<file path="src/rtl/pc_sequencer.sv">
// ============================================================================
// Module      : pc_sequencer
// Description : Fetch-side PC owner; drives the instruction-memory handshake
//               and applies branch / jump / jump-register redirects.
// Revision    : 1.0 - initial release
// ============================================================================
`default_nettype none

module pc_sequencer #(
    parameter logic [31:0] RESET_PC = 32'h0000_0000
) (
    input  logic        clock,
    input  logic        reset_n,
    output logic        imem_req,
    output logic [31:0] imem_addr,
    input  logic        imem_ack,
    input  logic [31:0] imem_rdata,
    output logic        instr_valid,
    output logic [31:0] instr,
    output logic [31:0] instr_pc,
    input  logic        instr_ready,
    input  logic [31:0] ex_pc,
    input  logic        br_valid,
    input  logic        br_taken,
    input  logic [15:0] br_offset,
    input  logic        jmp_valid,
    input  logic [25:0] jmp_index,
    input  logic        jr_valid,
    input  logic [31:0] jr_target,
    output logic        addr_err
);

    localparam logic [1:0] S_BOOT    = 2'd0;
    localparam logic [1:0] S_FETCH   = 2'd1;
    localparam logic [1:0] S_DISCARD = 2'd2;
    localparam logic [1:0] S_ISSUE   = 2'd3;

    logic [1:0]  r_state;
    logic [1:0]  w_next_state;
    logic [31:0] r_pc;
    logic [31:0] w_next_pc;
    logic        w_capture;
    logic        w_imem_req;

    logic [31:0] r_req_addr;
    logic        r_instr_valid;
    logic [31:0] r_instr;
    logic [31:0] r_instr_pc;
    logic        r_addr_err;

    logic [31:0] w_seq;
    logic [31:0] w_br_tgt;
    logic [31:0] w_jmp_tgt;
    logic [31:0] w_jr_tgt;
    logic [31:0] w_target;
    logic        w_redir;

    assign w_seq     = ex_pc + 32'd4;
    assign w_br_tgt  = w_seq + {{14{br_offset[15]}}, br_offset, 2'b00};
    assign w_jmp_tgt = {w_seq[31:28], jmp_index, 2'b00};
    assign w_jr_tgt  = {jr_target[31:2], 2'b00};
    assign w_redir   = jr_valid | jmp_valid | (br_valid & br_taken);

    // jr wins over jmp, jmp over branch
    always_comb begin
        w_target = w_br_tgt;
        if (jr_valid) begin
            w_target = w_jr_tgt;
        end else if (jmp_valid) begin
            w_target = w_jmp_tgt;
        end
    end

    always_ff @(posedge clock or negedge reset_n) begin
        if (!reset_n) begin
            r_state <= S_BOOT;
            r_pc    <= RESET_PC;
        end else begin
            r_state <= w_next_state;
            r_pc    <= w_next_pc;
        end
    end

    always_comb begin
        w_next_state = r_state;
        w_next_pc    = r_pc;
        w_capture    = 1'b0;
        case (r_state)
            S_BOOT: begin
                w_next_state = S_FETCH;
                if (w_redir) begin
                    w_next_pc = w_target;
                end
            end
            S_FETCH: begin
                if (imem_ack) begin
                    if (w_redir) begin
                        w_next_pc = w_target;
                    end else begin
                        w_capture    = 1'b1;
                        w_next_state = S_ISSUE;
                    end
                end else if (w_redir) begin
                    w_next_pc    = w_target;
                    w_next_state = S_DISCARD;
                end
            end
            S_DISCARD: begin
                if (w_redir) begin
                    w_next_pc = w_target;
                end
                if (imem_ack) begin
                    w_next_state = S_FETCH;
                end
            end
            S_ISSUE: begin
                if (w_redir) begin
                    w_next_pc    = w_target;
                    w_next_state = S_FETCH;
                end else if (instr_ready) begin
                    w_next_pc    = r_pc + 32'd4;
                    w_next_state = S_FETCH;
                end
            end
            default: begin
                w_next_state = S_BOOT;
            end
        endcase
    end

    always_comb begin
        w_imem_req = 1'b0;
        if ((r_state == S_FETCH) || (r_state == S_DISCARD)) begin
            w_imem_req = 1'b1;
        end
    end

    // req_addr only moves when a fresh request begins, so an outstanding
    // request keeps its address even after pc has been redirected.
    always_ff @(posedge clock or negedge reset_n) begin
        if (!reset_n) begin
            r_req_addr    <= RESET_PC;
            r_instr_valid <= 1'b0;
            r_instr       <= 32'd0;
            r_instr_pc    <= 32'd0;
            r_addr_err    <= 1'b0;
        end else begin
            if (w_next_state == S_FETCH) begin
                r_req_addr <= w_next_pc;
            end
            r_instr_valid <= (w_next_state == S_ISSUE);
            if (w_capture) begin
                r_instr    <= imem_rdata;
                r_instr_pc <= r_pc;
            end
            r_addr_err <= jr_valid & (jr_target[1:0] != 2'b00);
        end
    end

    assign imem_req    = w_imem_req;
    assign imem_addr   = r_req_addr;
    assign instr_valid = r_instr_valid;
    assign instr       = r_instr;
    assign instr_pc    = r_instr_pc;
    assign addr_err    = r_addr_err;

endmodule

`default_nettype wire

</file>
<file path="config.mk">
export PLATFORM = sky130hd
export DESIGN_NAME = pc_sequencer
export DESIGN_NICKNAME = d
export VERILOG_FILES = /design/src/rtl/pc_sequencer.sv
export SDC_FILE = /design/constraint.sdc
export NUM_CORES = 1
export LEC_CHECK = 0
export BUFFER_PORTS_ARGS = -buffer_cell sky130_fd_sc_hd__clkbuf_2
export CORE_ASPECT_RATIO = 0.8
export CORE_MARGIN = 2
export CORE_UTILIZATION = 54
export CTS_BUF_LIST = sky130_fd_sc_hd__clkbuf_4 sky130_fd_sc_hd__clkbuf_8
export DETAILED_ROUTE_END_ITERATION = 8
export PLACE_DENSITY_LB_ADDON = 0.1
export SYNTH_ARGS = -nofsm -noshare
export SYNTH_HDL_FRONTEND = slang
export SYNTH_SLANG_ARGS = --single-unit
</file>
<file path="constraint.sdc">
create_clock -name clock -period 2.7 [get_ports clock]
set_clock_uncertainty 0.2 [all_clocks]
set_input_delay 0.405 -clock clock [delete_from_list [all_inputs] [get_ports clock]]
set_output_delay 0.405 -clock clock [all_outputs]
set_load 0.005 [all_outputs]
</file>
=== Word level (Yosys, flattened, before mapping) ===
Index checks and enable logic that the tools add are counted.

* Logic and storage cells: 40
* Register bits after elaboration: 132
* Bits of input ports: 146
* Output and inout bits: 99

* Eq/ne operators: 5
* Reductions and logical operators: 4
* Mux-type cells: 17
* Add/sub/neg operators: 3
* Bitwise logic cells: 4

{| class="wikitable"
|+ Operators with widths
! operator !! count
|-
| $mux 32 || 5
|-
| $add 32x3->32 const B || 2
|-
| $pmux 32 s2 || 1
|-
| $add 32x32->32 || 1
|-
| $mux 2 || 6
|-
| $pmux 2 s4 || 1
|-
| $eq 2x2->1 const B || 3
|-
| $eq 2x1->1 const B || 2
|-
| $mux 1 || 4
|-
| $reduce_or 3->1 || 1
|-
| $and 1x1->1 || 2
|-
| $logic_not 2->1 || 1
|-
| $or 1x1->1 || 2
|-
| $reduce_bool 2->1 || 1
|-
| $logic_or 1x1->1 || 1
|}

=== Logic depth before layout (Yosys ltp) ===
Gate-level depths: netlist of the first run.

* Depth after elaboration: 6
* Mapped depth: 16
* Gate-level depth less buffers: 16

=== Worst setup path before layout of the first run ===
No wires, ideal clock.

* Path kind: input to register
* Start point: in ex_pc[2]
* End point: reg r_req_addr[28] (netlist: imem_addr[28])
* Data required time: 2.375 ns
* Buffers on the path: 0
* Arrival time: 3.429 ns
* Stages: 13
* Library setup time: 0.125 ns
* Slack: -1.054 ns
* Cell sequence: ha_1 and3_1 xnor2_1 ha_1 a21o_1 a221o_1 a221oi_4 o21ai_2 a31o_1 or4_4 o211ai_2 o22ai_2 mux2_4

* Longest elaborated chain between the ends: 6
* Elaborated cells on any way between the ends: 7
* Those cells by class: add/sub: 2; mux: 5

{| class="wikitable"
|+ RTL lines
! element !! line !! RTL
|-
| start, declared || 22 || <nowiki>input logic [31:0] ex_pc,</nowiki>
|-
| $add 32x3->32 (*) || 58 || <nowiki>assign w_seq = ex_pc + 32'd4;</nowiki>
|-
| $add 32x32->32 || 59 || <nowiki>assign w_br_tgt = w_seq + {{14{br_offset[15]}}, br_offset, 2'b00};</nowiki>
|-
| $mux 32 (*) || 69 || <nowiki>end else if (jmp_valid) begin</nowiki>
|-
| $mux 32 (*) || 67 || <nowiki>if (jr_valid) begin</nowiki>
|-
| $mux 32 (on tied branches) || n/a ||
|-
| $pmux 32 s2 (*) || 88 || <nowiki>case (r_state)</nowiki>
|-
| named net w_next_pc[28] || 41 || <nowiki>logic [31:0] w_next_pc;</nowiki>
|-
| end signal, assigned || 149 || <nowiki>r_req_addr <= w_next_pc;</nowiki>
|-
| end, declared || 45 || <nowiki>logic [31:0] r_req_addr;</nowiki>
|}

The timed path passes the listed nets; every way through them passes the cells marked *.
A chain may end at the register's enable or synchronous reset.

=== Final worst setup path of the first run ===
* Start point: in ex_pc[5]
* End point: reg r_req_addr[12] (netlist: imem_addr[12])

* Longest elaborated chain between the ends: 6
* Elaborated cells on any way between the ends: 7
* Those cells by class: add/sub: 2; mux: 5

{| class="wikitable"
|+ RTL lines
! element !! line
|-
| $add 32x3->32 (*) || 58
|-
| $add 32x32->32 (*) || 59
|-
| $mux 32 (*) || 69
|-
| $mux 32 (*) || 67
|-
| $mux 32 (on tied branches) || n/a
|-
| $pmux 32 s2 (*) || 88
|}

Mark *: on every way between the ends. The rest lies on a longest branch, timed or not.

==> reports/metrics.yaml, run 1 <==
sta:
  min_period_ns: 3.402
  drv_slew: 0
  post-route-period-util_pct: 126.0
  setup_viol_count_final: 45
  hold_viol: 0
  setup_slack_ns: -0.7020
  worstMarginPinSlew_ns: 0.6537
  rsz0062_at_grt: "true"
  slew_headroom_pct: 56.42
  max_freq_ghz: 0.2939
clock_tree:
  cts_made_buffers: 17
  clkLatencyLatePin_ns: 0.45
  cts_tree: "built"
  clkSinkCount: 132
  clkSlewWorstSetupHoldPaths_ns: 0.08
  cts_root_buffer: "clkbuf_8"
  htreeDepth: 4
  clock_path_buffers: 2
hold_path:
  worstHoldPathType: "input port to flip-flop"
logic_synthesis:
  synth_seq_cells: 132
  netlist-cell-type-count: 63
  synth_edf_count: 0
  netlist_top_cells_area: "dfrtp_1, mux2_2, ha_1"
  synth_area_leader_cell: "dfrtp_1"
  syn_area_um2: 8109
  synth_nets: 999
  yosysSeqAreaShare_pct: 40.73
  ys_async_sr_fraction_pct: 100.0
  ys_warn_count: 0
  yosys.area.top_type_share_pct: 40.73
  postSynthAreaPerCell_um2: 9.986
  synthFlopType: "dfrtp_1"
  synthCells: 812
detailed_routing:
  wl_met3_mm: 2.534
  vias: 8883
  topRoutingLayerUsed: "met4"
  wl_met2_mm: 14.61
  drt_iter0_markers: 767
  drc: 0
  finalWirelength_mm: 30.15
  routed_via_density: 5.966
  antenna_left: 0
  drt-pass1-iter-count: 7
  wl_per_cell_um: 20.25
  wl_met1_mm: 11.45
final_layout:
  final_common_cell: "clkbuf_2"
  ff_latch_area_um2: 3303
  layout-drive-gt1-share_pct: 54.23
  area_growth_pct: 57.86
  final_util_pct: 86.12
  nFillCells: 767
  layout_common_cells: "clkbuf_2, buf_4, dfrtp_1, nand2_1, mux2_2"
  diodes: 0
  final_cells: 1489
  fin_nets: 1474
  multi_input_area_um2: 5465
worst_setup_path:
  path_class: "input port to flip-flop"
  cp_max_fo: 5
  rrSetupSlack_ns: -0.31
  end_kind: "flip-flop"
  setup.worst_path.start_class: "input port"
  worstPathArrival_ns: 3.56
  required_ns: 2.85
placed_design:
  dp_slack_ns: -1.140
  port_buffers: 244
  gp_congestion: 0.9060
  dp_cells: 1384
  dp.final_hpwl_mm: 19.04
global_routing:
  antenna_found_initial: 0
  grt_pass1_vias: 8284
  grt-ovfl-total: 0
  grt_max_degree: 70
  track_usage_pct: 33.67
  grt_pass1_wl_mm: 42.12
floorplan:
  ioPinCount: 245
  fp-row-count: 40
  dieArea_um2: 16020
  core_area_um2: 14860
  start_util_pct: 54.55
  die_h_um: 113.6
  die_w_um: 141.0
status:
  status: "finished with violations"
  violations: "setup timing"
run:
  drv_cap: 0
power:
  p_leak_nw: 6.147
  vdd_drop_max_uv: 677.3
  cellPowerDensity_nw_per_um2: 712.7
[metrics by stage]
stage | cell area (um^2) | setup TNS [ns] | power [mW] | hold slack (ns)
2_1_floorplan | 8237 | -17.03 | 5.004 | -0.09059
3_3_place_gp | 10880 | -34.54 | 6.582 | 0.2532
3_5_place_dp | 10880 | -37.07 | 6.714 | 0.2494
4_1_cts | 12180 | -13.54 | 8.695 | 0.02523
5_1_grt | 12800 | -25.81 | 9.570 | 0.01900
6_report | 12800 | -21.81 | 9.123 | 0.03836
[cell usage after synthesis, types with 13 or more instances]
library cell  count
a21o_1           15
a21oi_1          45
and3_1           16
clkbuf_1         25
dfrtp_1         132
ha_1             40
inv_1            13
mux2_2           88
nand2_1          88
nand3_1          33
nand4_1          22
nor2_1           43
o211ai_1         15
o21ai_0          30
xnor2_1          48
xor2_1           29
[registers in the layout, indices dropped and copies added, names as in the netlist]
signal	flops
addr_err	1
imem_addr	32
instr	32
instr_pc	32
instr_valid	1
r_pc	32
r_state	2
[per-layer routing]
layer / track usage [%] / vias up
li1: - / 3913
met1: 42.93 / 4269
met2: 57.50 / 561
met3: 6.591 / 140
met4: 12.67 / 0
met5: 0 / -
[path summary, 6_finish.rpt]
path                               startpoint  depth (start not counted)       endpoint
worst min-delay path            jr_target[21]                          3       r_pc[21]
worst max register to register     r_state[1]                         11  imem_addr[21]
worst max-delay path                 ex_pc[5]                         17  imem_addr[12]
min in group asynchronous             reset_n                          2   instr_pc[29]
max in group asynchronous             reset_n                          3    instr_pc[6]
worst min register to register  imem_addr[25]                          2  imem_addr[25]
[logic make-up (layout without fill, tap and decap cells)]
kind of cell             count (synthesis)  in the layout  share of synthesized area (%)
AO/OA/AOI/OAI                          177            177                          14.72
XOR/XNOR                                77             77                          8.317
adder cells (fa/ha/maj)                 41             41                          6.419
buffers and inverters                   42            530                          1.990
flip-flops                             132            132                          40.73
multiplexers                            96             96                          13.27
AND/OR/NAND/NOR                        247            247                          14.55
[layout make-up]
cell class,count,area share (%)
multi-input combinational,638,42.69
timing repair buffer,484,26.02
sequential,132,25.80
tap,189,1.847
clock buffer,17,1.828
clock inverter,15,1.398
inverter,14,0.4105
[where the power goes]
part	switching (mW)	total (mW)	internal, mW
logic	1.86	4.04	2.18
registers	0.550	3.32	2.77
clock network	0.854	1.77	0.918
total	3.26	9.12	5.86
[critical path, cell delays in order]
cell      delay (ns)
clkbuf_8        0.12
nand4_1         0.18
nor2_1          0.19
xor2_1          0.18
ha_1            0.26
and3_4          0.16
a221o_1         0.39
buf_4           0.17
buf_6           0.11
a21o_1          0.18
a21oi_2         0.23
buf_4           0.15
o21bai_1        0.06
a21o_1          0.20
xor2_1          0.21
a21oi_2         0.11
o31ai_1         0.25
[timing repair]
item / in CTS / in global routing
hold buffers: 36 / 0
gates resized for setup: 77 / 105
buffers inserted: 21 / 24
setup endpoints to repair: 42 / 48
pin swaps: 69 / 90
hold endpoints to repair: 101 / 0
(Power assumes the default switching activity.)
==> run 2, diff against run 1 <==
CORE_UTILIZATION = 36   (was 54)
RECOVER_POWER = 50   (was unset)
==> run 2 against run 1 <==
The run still ends with setup timing left. Cell count grew 8.7%. Non-clock buffer count rose by 11. Maximum frequency decreased by 0.17%. Sequential power decreased by 2%. Worst hold slack improved by 0.011 ns. Sequential cell count unchanged. Register-to-register slack improved by 0.35 ns. Critical path depth shrank 3. Clock power shrank 3%. Count of clock-buffer cells in the layout rose by 2. Combinational power shrank 1%. Global-route usage down 10 points.
==> reports/metrics.yaml, run 2 (same netlist as run 1, synthesis figures left out) <==
status:
  status: "finished with violations"
  violations: "setup timing"
final_layout:
  nFillCells: 2030
  area_growth_pct: 62.06
  final_common_cell: "clkbuf_2"
  multi_input_area_um2: 5593
  layout_common_cells: "clkbuf_2, buf_4, dfrtp_1, nand2_1, mux2_2"
  layout-drive-gt1-share_pct: 54.39
  fin_nets: 1485
  ff_latch_area_um2: 3303
worst_setup_path:
  max_stage_delay_ns: 0.48
  worstPathArrival_ns: 3.55
  r2r-start: "r_state[1]"
  end_kind: "flip-flop"
  cp_max_fo: 5
  critPathBufInv: 1
  path_class: "input port to flip-flop"
  rr_worst_depth: 10
  required_ns: 2.84
  rrSetupSlack_ns: 0.04
  slowest_stage: "or4_4"
  crit_chain: "clkbuf_16 -> ha_4 -> and3_4 -> xnor2_2 -> ha_1 -> a21o_1 -> a221o_1 -> a221oi_4 -> o21ai_2 -> a31o_1 -> or4_4 -> o211ai_2 -> o22ai_2 -> mux2_4"
  crit_family: "compound AO/OA/AOI/OAI gates"
  r2r_end: "imem_addr[29]"
  setup.worst_path.start_class: "input port"
sta:
  hold_viol: 0
  post-route-period-util_pct: 126.2
  rsz0062_at_grt: "true"
  slew_headroom_pct: 5.900
  setup_viol_count_final: 46
  min_period_ns: 3.408
  setup-tns-final_ns: -16.93
  max_freq_ghz: 0.2935
  setup_slack_ns: -0.7077
  drv_slew: 0
  worstMarginPinSlew_ns: 1.412
run:
  drv_cap: 0
clock_tree:
  cts_tree: "built"
  clkSlewWorstSetupHoldPaths_ns: 0.09
  clkLatencyLatePin_ns: 0.44
  clock_path_buffers: 2
  clkSinkCount: 132
  cts_made_buffers: 17
  cts_root_buffer: "clkbuf_8"
  htreeDepth: 4
floorplan:
  core_area_um2: 22320
  ioPinCount: 245
  start_util_pct: 36.34
  die_w_um: 171.8
  dieArea_um2: 23750
  die_h_um: 138.2
  fp-row-count: 49
power:
  cellPowerDensity_nw_per_um2: 682.3
  vdd_drop_max_uv: 467.2
  p_leak_nw: 6.199
  p_total_mw: 8.966
global_routing:
  grt-ovfl-total: 0
  grt_pass1_vias: 8206
  track_usage_pct: 23.41
  antenna_found_initial: 2
  grt_max_degree: 56
  grt_pass1_wl_mm: 43.43
detailed_routing:
  drt-pass1-iter-count: 6
  drt_iter0_markers: 343
  drc: 0
  finalWirelength_mm: 27.91
  wl_per_cell_um: 17.24
  antenna_left: 0
  routed_via_density: 5.015
  vias: 8119
placed_design:
  gp_congestion: 0.8445
  dp.final_hpwl_mm: 20.95
  port_buffers: 244
hold_path:
  hold-path-endpoint: "r_pc[5]"
  hp-start: "jr_target[5]"
  hold_depth: 3
  worstHoldPathType: "input port to flip-flop"
-- run 2: cell count changes in the layout (fill, tap and decap cells not counted), sizes merged --
cell	change
clkinvlp	+2
buf	-1
clkinv	-3
bufinv	-1
dlygate4sd3	+2
diode	+2
clkbuf	+12
-- run 2: worst reg2reg max path, stage by stage (launching register included) --
cell and delay (ns):
dfrtp_1 0.38, ha_1 0.26, nand3_1 0.18, nor4_1 0.31, buf_4 0.18, and2_1 0.24
nand4_1 0.16, xor2_1 0.20, a22oi_2 0.16, nand3_2 0.12, o31ai_2 0.22
-- run 2: how the worst max path moves through the flow --
stage / start / endpoint / slack [ns] / depth (start not counted)
after floorplan: ex_pc[2] / imem_addr[28] / -0.96 / 13
after CTS: ex_pc[2] / imem_addr[28] / -0.58 / 14
final: ex_pc[2] / imem_addr[28] / -0.71 / 14
after global routing: ex_pc[7] / imem_addr[30] / -0.78 / 19
after global placement: ex_pc[7] / imem_addr[31] / -1.22 / 17
after detailed placement: ex_pc[7] / imem_addr[31] / -1.22 / 17
-- run 2: layer usage --
| metal | wire [um] | global-route usage (%) | up-vias |
|---|---|---|---|
| li1 | - | - | 3949 |
| met1 | 12470 | 31.53 | 3941 |
| met2 | 13510 | 38.17 | 189 |
| met3 | 1244 | 4.266 | 40 |
| met4 | 681 | 7.475 | 0 |
| met5 | 0 | 0 | - |
-- run 2: per-stage QoR --
stage | hold WS (ns) | instances | setup slack [ns] | area (um^2) | util [%]
CTS | 0.01217 | 1598 | -0.5789 | 12520 | 56.12
floorplan | -0.09059 | 812 | -0.9555 | 8237 | -
global placement | 0.2096 | 1512 | -1.224 | 11100 | 49.72
detailed placement | 0.2164 | 1512 | -1.218 | 11100 | 49.72
finish | 0.04970 | 1619 | -0.7077 | 13140 | 58.89
global route | 0.01982 | 1619 | -0.7780 | 13140 | 58.89
-- run 2: area by class of cell --
class,instances,share of cell area (%)
tap,306,2.913
multi-input combinational,638,42.56
clock inverter,13,1.133
clock buffer,19,1.990
timing repair buffer,495,25.83
antenna,2,0.03808
inverter,14,0.3999
sequential,132,25.14
-- run 2: timing repair --
action,in CTS,in global routing
hold buffers,38,0
resized for setup,108,98
setup buffers,19,25
endpoints found under the setup margin,43,46
endpoints found under the hold margin,88,0
pin swaps,87,86
-- run 2: where the power goes --
part           internal [mW]  switching (mW)  leakage [nW]
clock network          0.880           0.841         0.188
logic                   2.23            1.77          4.42
registers               2.77           0.476          1.59
